==> src/rtl/vle_pkg.sv <==
// Shared state type and sizing helpers for the vle_pack variable-length bit packer.
package vle_pkg;

   typedef enum logic {
      RUN   = 1'b0,
      DRAIN = 1'b1
   } state_t;

   function automatic int len_w(input int n);
      return $clog2(n + 1);
   endfunction

   // Accumulator holds one full output word plus the widest possible codeword.
   function automatic int acc_w(input int out_w, input int code_w);
      return out_w + code_w;
   endfunction

endpackage

==> src/rtl/vle_insert.sv <==
// Combinational mask-and-shift: drops a codeword into the accumulator directly below the fill point.
module vle_insert
   import vle_pkg::*;
#(
   parameter int CODE_W = 32,
   parameter int ACC_W  = 64,
   parameter int FILL_W = 7,
   parameter int LEN_W  = 6
) (
   input  logic [ACC_W-1:0]  i_acc,
   input  logic [FILL_W-1:0] i_fill,
   input  logic [CODE_W-1:0] i_code,
   input  logic [LEN_W-1:0]  i_len,
   output logic [ACC_W-1:0]  o_merged
);

   logic [ACC_W-1:0]  w_mask;
   logic [ACC_W-1:0]  w_code;
   logic [FILL_W-1:0] w_shamt;

   assign w_mask  = (ACC_W'(1) << i_len) - ACC_W'(1);
   assign w_code  = ACC_W'(i_code) & w_mask;
   // Caller guarantees i_fill + i_len <= ACC_W, so this never underflows.
   assign w_shamt = FILL_W'(ACC_W) - i_fill - FILL_W'(i_len);
   assign o_merged = i_acc | (w_code << w_shamt);

endmodule

==> src/rtl/vle_pack.sv <==
// Variable-length codeword packer: MSB-first concatenation into OUT_W-bit words with flush/last.
// Optional statistics counters (bit_count, word_count) are built when VLE_PACK_STATS_EN is defined.
module vle_pack
   import vle_pkg::*;
#(
   parameter int  CODE_W = 32,
   parameter int  OUT_W  = 32,
   localparam int LEN_W  = len_w(CODE_W)
) (
   input  logic              clk,
   input  logic              rst_n,
   input  logic              in_valid,
   output logic              in_ready,
   input  logic [CODE_W-1:0] in_code,
   input  logic [LEN_W-1:0]  in_len,
   input  logic              in_flush,
   output logic              out_valid,
   input  logic              out_ready,
   output logic [OUT_W-1:0]  out_data,
   output logic              out_last
`ifdef VLE_PACK_STATS_EN
   ,
   output logic [31:0]       bit_count,
   output logic [31:0]       word_count
`endif
);

   localparam int                ACC_W  = acc_w(OUT_W, CODE_W);
   localparam int                FILL_W = $clog2(ACC_W + 1);
   localparam logic [FILL_W-1:0] OUT_F  = FILL_W'(OUT_W);

   logic [ACC_W-1:0]  r_acc;
   logic [FILL_W-1:0] r_fill;
   state_t            r_state;
   logic              r_out_valid;
   logic              r_out_last;
   logic [OUT_W-1:0]  r_out_data;

   logic              w_in_hs;
   logic              w_out_hs;
   logic [LEN_W-1:0]  w_len;
   logic [ACC_W-1:0]  w_acc_sh;
   logic [FILL_W-1:0] w_fill_sh;
   logic [FILL_W-1:0] w_fill_app;
   logic [FILL_W-1:0] w_fill_round;
   logic [ACC_W-1:0]  w_merged;
   logic [ACC_W-1:0]  w_acc_next;
   logic [FILL_W-1:0] w_fill_next;
   state_t            w_state_next;

   assign in_ready  = (r_state == RUN) && (r_fill <= OUT_F);
   assign out_valid = r_out_valid;
   assign out_last  = r_out_last;
   assign out_data  = r_out_data;

   assign w_in_hs  = in_valid && in_ready;
   assign w_out_hs = r_out_valid && out_ready;
   assign w_len    = (in_len > LEN_W'(CODE_W)) ? LEN_W'(CODE_W) : in_len;

   // A word leaving this cycle is removed before the new code is placed.
   assign w_acc_sh  = w_out_hs ? (r_acc << OUT_W) : r_acc;
   assign w_fill_sh = !w_out_hs       ? r_fill :
                      (r_fill > OUT_F) ? (r_fill - OUT_F) : '0;

   assign w_fill_app   = w_fill_sh + FILL_W'(w_len);
   assign w_fill_round = FILL_W'(((32'(w_fill_app) + 32'(OUT_W - 1)) / 32'(OUT_W)) * 32'(OUT_W));

   vle_insert #(
      .CODE_W (CODE_W),
      .ACC_W  (ACC_W),
      .FILL_W (FILL_W),
      .LEN_W  (LEN_W)
   ) u_insert (
      .i_acc    (w_acc_sh),
      .i_fill   (w_fill_sh),
      .i_code   (in_code),
      .i_len    (w_len),
      .o_merged (w_merged)
   );

   always_comb begin
      w_acc_next   = r_acc;
      w_fill_next  = r_fill;
      w_state_next = r_state;
      if (w_out_hs) begin
         w_acc_next  = w_acc_sh;
         w_fill_next = w_fill_sh;
      end
      if (w_in_hs) begin
         w_acc_next  = w_merged;
         w_fill_next = w_fill_app;
         // Bits below fill are always zero, so rounding fill up is the zero pad.
         if (in_flush && (w_fill_app != '0)) begin
            w_fill_next  = w_fill_round;
            w_state_next = DRAIN;
         end
      end
      if ((r_state == DRAIN) && w_out_hs && (w_fill_sh == '0)) begin
         w_state_next = RUN;
      end
   end

   always_ff @(posedge clk or negedge rst_n) begin
      if (!rst_n) begin
         r_acc       <= '0;
         r_fill      <= '0;
         r_state     <= RUN;
         r_out_valid <= 1'b0;
         r_out_last  <= 1'b0;
         r_out_data  <= '0;
      end else begin
         r_acc       <= w_acc_next;
         r_fill      <= w_fill_next;
         r_state     <= w_state_next;
         r_out_valid <= (w_fill_next >= OUT_F) ||
                        ((w_state_next == DRAIN) && (w_fill_next != '0));
         r_out_last  <= (w_state_next == DRAIN) && (w_fill_next != '0) &&
                        (w_fill_next <= OUT_F);
         r_out_data  <= w_acc_next[ACC_W-1 -: OUT_W];
      end
   end

`ifdef VLE_PACK_STATS_EN
   logic [31:0] r_bit_count;
   logic [31:0] r_word_count;

   always_ff @(posedge clk or negedge rst_n) begin
      if (!rst_n) begin
         r_bit_count  <= '0;
         r_word_count <= '0;
      end else begin
         if (w_in_hs) begin
            r_bit_count <= r_bit_count + 32'(w_len);
         end
         if (w_out_hs) begin
            r_word_count <= r_word_count + 32'd1;
         end
      end
   end

   assign bit_count  = r_bit_count;
   assign word_count = r_word_count;
`endif

endmodule

==> config.mk <==
export PLATFORM = sky130hd
export DESIGN_NAME = vle_pack
export DESIGN_NICKNAME = d
export VERILOG_FILES = /design/src/rtl/vle_pkg.sv /design/src/rtl/vle_insert.sv /design/src/rtl/vle_pack.sv
export SDC_FILE = /design/constraint.sdc
export NUM_CORES = 1
export LEC_CHECK = 0
export CAP_MARGIN = 15
export CORE_MARGIN = 10
export CORE_UTILIZATION = 54
export CTS_BUF_LIST = sky130_fd_sc_hd__clkbuf_8 sky130_fd_sc_hd__clkbuf_16
export DETAILED_ROUTE_END_ITERATION = 6
export GPL_TIMING_DRIVEN = 1
export PLACE_DENSITY = 0.79
export SETUP_SLACK_MARGIN = 0.4
export SYNTH_ARGS = -nofsm -noshare
export SYNTH_HDL_FRONTEND = slang
export SYNTH_HIERARCHICAL = 1
export SYNTH_SLANG_ARGS = --single-unit
==> constraint.sdc <==
create_clock -name clk -period 4.33 [get_ports clk]
set_input_delay 0.866 -clock clk [delete_from_list [all_inputs] [get_ports clk]]
set_output_delay 0.866 -clock clk [all_outputs]
set_load 0.005 [all_outputs]
==> results of run 1 <==
==> cell families (layout without fill, tap and decap cells) <==
logic type	Yosys count	after routing	synth area share
AOI/OAI and AO/OA	353	353	0.305
xor gates and xnor gates	14	14	0.0138
adders and majority gates	20	20	0.0298
buffers and inverters	146	415	0.0836
DFF	74	74	0.208
muxes	124	124	0.167
and+or+nand+nor	301	301	0.193
==> flip-flops by register name, summed over array words and instances, names as in the netlist <==
name / cells
r_state: 1
r_fill: 7
out_last: 1
r_acc: 64
out_valid: 1
==> through the flow <==
step                 util  TNS (ps)  std cells
detailed placement  0.738    -21650       1486
global route        0.803         0       1517
global placement    0.738    -14120       1486
finish              0.803         0       1517
floorplan               -         0       1032
CTS                 0.778         0       1509
==> layout by cell type, fill, tap and decap left out, types with 13 or more instances in the layout <==
cell type,synthesis,final
buf_4,38,263
mux2_2,99,89
dfrtp_1,74,74
clkdlybuf4s50_1,0,69
nor2_1,60,51
and2_1,41,41
nand2_1,46,40
o21ai_0,41,33
o211ai_1,33,33
inv_1,34,32
a21oi_1,35,29
a21o_1,24,24
nor3_1,30,22
nand3_1,22,19
o221ai_1,22,17
a211oi_1,16,14
buf_6,4,14
o21ai_1,10,14
nand4_1,13,13
ha_1,18,13
==> area by class of cell <==
type / count / share of cell area
Clock buffer: 9 / 0.0175
Clock inverter: 7 / 0.00731
Inverter: 37 / 0.0111
Multi-Input combinational cell: 812 / 0.559
Sequential cell: 74 / 0.144
Tap cell: 216 / 0.0210
Timing Repair Buffer: 362 / 0.240
==> what timing repair did <==
item | CTS | global route
resized for setup | 71 | 70
setup buffers | 7 | 8
hold endpoints to repair | 0 | 0
pin swaps | 29 | 15
setup endpoints to repair | 70 | 51
==> metal layers <==
metal	up-vias	routed length, µm	GRT usage
met5	-	0	0
met4	0	1910	0.130
met3	177	4380	0.0828
met2	817	17400	0.524
met1	5069	15100	0.418
li1	4518	-	-
==> critical path: stages <==
cell and delay, ps:
buf_6 90, nor2b_4 110, or4_4 520, or2_4 280
ha_4 190, buf_6 130, o21ai_1 230, buf_4 190
mux2i_1 70, buf_4 160, o22a_1 240, mux4_2 540
buf_6 150, a21oi_2 120, o21ai_1 110, mux2_4 290
==> path summary, 6_finish.rpt <==
check	from	to	slack, ps	cells past startpoint
min	r_fill[0]	r_fill[0]	570	1
max reg2reg	r_fill[5]	r_acc[47]	480	16
min reg2reg	r_fill[0]	r_fill[0]	570	1
max in group asynchronous	rst_n	r_acc[21]	3040	1
max	in_len[4]	r_acc[33]	250	16
min in group asynchronous	rst_n	r_acc[15]	670	1
==> impl_metrics.yaml, run 1 <==
run_status:
  status: "finished, final reports clean"
drt:
  drcViolationCount: 0
  wl_mm: 38.8
  drtIter0Drc: 1418
  final_antenna_net_count: 0
  first_pass_iters: 7
  via_count: 10600
  viasPerCell: 6.97
  drt-wirelength-per-cell_um: 25.6
yosys:
  ys_seq_area_frac: 0.208
  synth_flop_cell: "dfrtp_1"
  syn_area_um2: 8890
  ys_types: 108
  synth_top_area_cell: "dfrtp_1"
  synth_most_common_cell: "mux2_2"
  ys_seq_elements: 74
  syn-num-nets: 1095
  async_reset_ff_frac: 1.00
  syn_area_per_cell_um2: 8.61
  syn-instance-count: 1032
  ys.warnings.count: 6
  synth_common_cells: "mux2_2 (99), dfrtp_1 (74), nor2_1 (60)"
  synth-edff-count: 0
  synth_top_cell_area_share: 0.208
  ys_top_cells_by_area: "dfrtp_1 (21%), mux2_2 (13%), buf_4 (3.2%), and2_1 (2.9%), o211ai_1 (2.8%)"
run:
  max_cap_viol_count: 0
finish:
  drive_gt1_frac: 0.443
  n_antenna_cell: 0
  n_fill_cell: 1018
  areaGrowthSynthToFinish_pct: 44.5
  final_nets: 1359
  multi_input_area_um2: 7170
  ff_latch_area_um2: 1850
  fin_area_um2: 12800
timing:
  finalWorstSetupSlack_ps: 246
  hold_viol: 0
  fin_skew_ps: 8.73
  finalMaxSlewViolations: 0
  finalSetupViolations: 0
  fin_crit_sh: 0.943
  timing.slew.headroom: 0.363
  fmax_mhz: 245
  rsz0062_at_grt: "yes"
  tightest_slew_ps: 955
  holdWs_ps: 572
  period_minus_slack_ps: 4080
clocking:
  root_buffer: "clkbuf_16"
  clkTransAtPathRegs_ps: 60
  clock_latency_ps: 350
  cts_htree_levels: 3
  cts.sinks: 74
  numCtsBuffers: 9
  cts_tree: "yes"
  hold_buffers: 0
  cts_max_path_buffers: 2
critical_path:
  cp.arrival_ps: 4300
  crit_required_ps: 4550
  start_kind: "input port"
  worst-path-max-fanout: 6
  worst_setup_path_end_kind: "flop"
  worstSetupPathType: "input port to flop"
placement:
  globalplace.congestion: 1.10
  portBuffers: 77
  dpl-instance-area_um2: 11800
  hpwl_mm: 28.7
  dp_slack_ps: -530
floorplan:
  rows: 46
  die_w_um: 148
  die_h_um: 148
  pin_count: 78
  core_um2: 16000
  fp.dieArea_um2: 22000
  initial_utilization: 0.556
worst_hold_path:
  hold_path.class: "flop to flop"
global_routing:
  grt_remaining_overflow: 0
  grt_pass1_vias: 10200
  grt_use_total: 0.329
  grt_pass1_wl_mm: 57.6
  grt_max_degree: 75
  antenna_found_initial: 0
Power of run 1 is left out: the tool's default activity adds up to more than one toggle a clock period on the data nets, which glitch-free logic cannot reach.
==> run 2: changes to the inputs <==
- CAP_MARGIN: 15 -> 20
==> results of run 2 <==
No change in the layout: final DEF, timing and power equal those of run 1.
Power of run 2 is left out for the same reason.
==> variant: new RTL, config.mk and constraints of run 1 <==
`CODE_W` is set to 32 in 2 places; all go to 64.
--- a/src/rtl/vle_insert.sv
+++ b/src/rtl/vle_insert.sv
@@ -4,3 +4,3 @@
 #(
-   parameter int CODE_W = 32,
+   parameter int CODE_W = 64,
    parameter int ACC_W  = 64,
--- a/src/rtl/vle_pack.sv
+++ b/src/rtl/vle_pack.sv
@@ -5,3 +5,3 @@
 #(
-   parameter int  CODE_W = 32,
+   parameter int  CODE_W = 64,
    parameter int  OUT_W  = 32,
Ports: changed (resized in_code and in_len); port bits go from 78 to 111. No check against the original RTL was run, so the function may have changed too.
==> variant against run 1 <==
  * The flow now stops in global routing
  * Area after synthesis rose by 69%
==> variant: results (changes against run 1) <==
[outcome]
status=stopped before the end
lastStage=global routing
error_line=[ERROR GRT-0232] Routing congestion too high. Check the congestion heatmap in the GUI.

[clocking]
cts_buffer_depth=2  ; unchanged
h-tree-depth=3  ; unchanged
clock-root-buffer=clkbuf_16
numCtsBuffers=9  ; unchanged
cts_sinks=106  ; +43%

[synth]
syn_nets=1965  ; +79%
avgSynthCellArea_um2=8.016  ; -6.9%
syn_area_um2=14980  ; +69%
synth_area_leaders=dfrtp_1 18%, mux2_2 13%, mux2i_1 3.9%
synth_cell_types=107  ; -0.93%
ys.warnings.count=6  ; unchanged
synth-seq-area-share_pct=17.71  ; -3.1 points
synth-async-reset-ratio_pct=100.0  ; unchanged
yosys-top-cells-count=173 x mux2_2, 128 x nand2_1, 117 x clkbuf_1, 106 x dfrtp_1, 100 x nor2_1

[placed_design]
dpl.hpwl_um=61750  ; +120%
place_inst=2762  ; +86%
dpl_cell_area_um2=21010  ; +78%
portBuffers=110  ; +43%
dp_slack_ns=-1.008  ; -0.4780 ns
place_congestion=1.206  ; +10%

[timing]
grt_worst_setup_endpoint=r_acc[52]$_DFFE_PN0P_/D
worst_endpoint_kind=register input

[global_route]
use_met2_pct=91.98
grt_max_degree=69
grt_overflow=438
met3_usage_pct=73.65
met1_usage_pct=79.49
track_usage_pct=81.41

[variant: cell count changes after synthesis, moves of 22 or more]
| cell | delta |
|---|---|
| a21oi_1 | +45 |
| a221oi_1 | +22 |
| a31oi_1 | +35 |
| clkbuf_1 | +76 |
| dfrtp_1 | +32 |
| mux2_2 | +74 |
| mux2i_1 | +42 |
| nand2_1 | +82 |
| nand3_1 | +44 |
| nor2_1 | +40 |
| nor3_1 | +35 |
| o211ai_1 | +26 |
| o21ai_0 | +47 |
[variant: cells by family after synthesis]
| group | after synthesis | share of synthesized area [%] |
|---|---|---|
| DFF | 106 | 17.71 |
| buffers and inverters | 244 | 7.408 |
| muxes | 242 | 18.53 |
| xor gates and xnor gates | 14 | 0.9186 |
| AOI/OAI and AO/OA | 672 | 33.30 |
| and+or+nand+nor | 571 | 20.37 |
| adders and majority gates | 20 | 1.771 |
[variant: what timing repair did]
item / CTS
setup buffers: 72
endpoints found under the setup margin: 96
pin swaps: 109
cloned: 5
resized for setup: 334
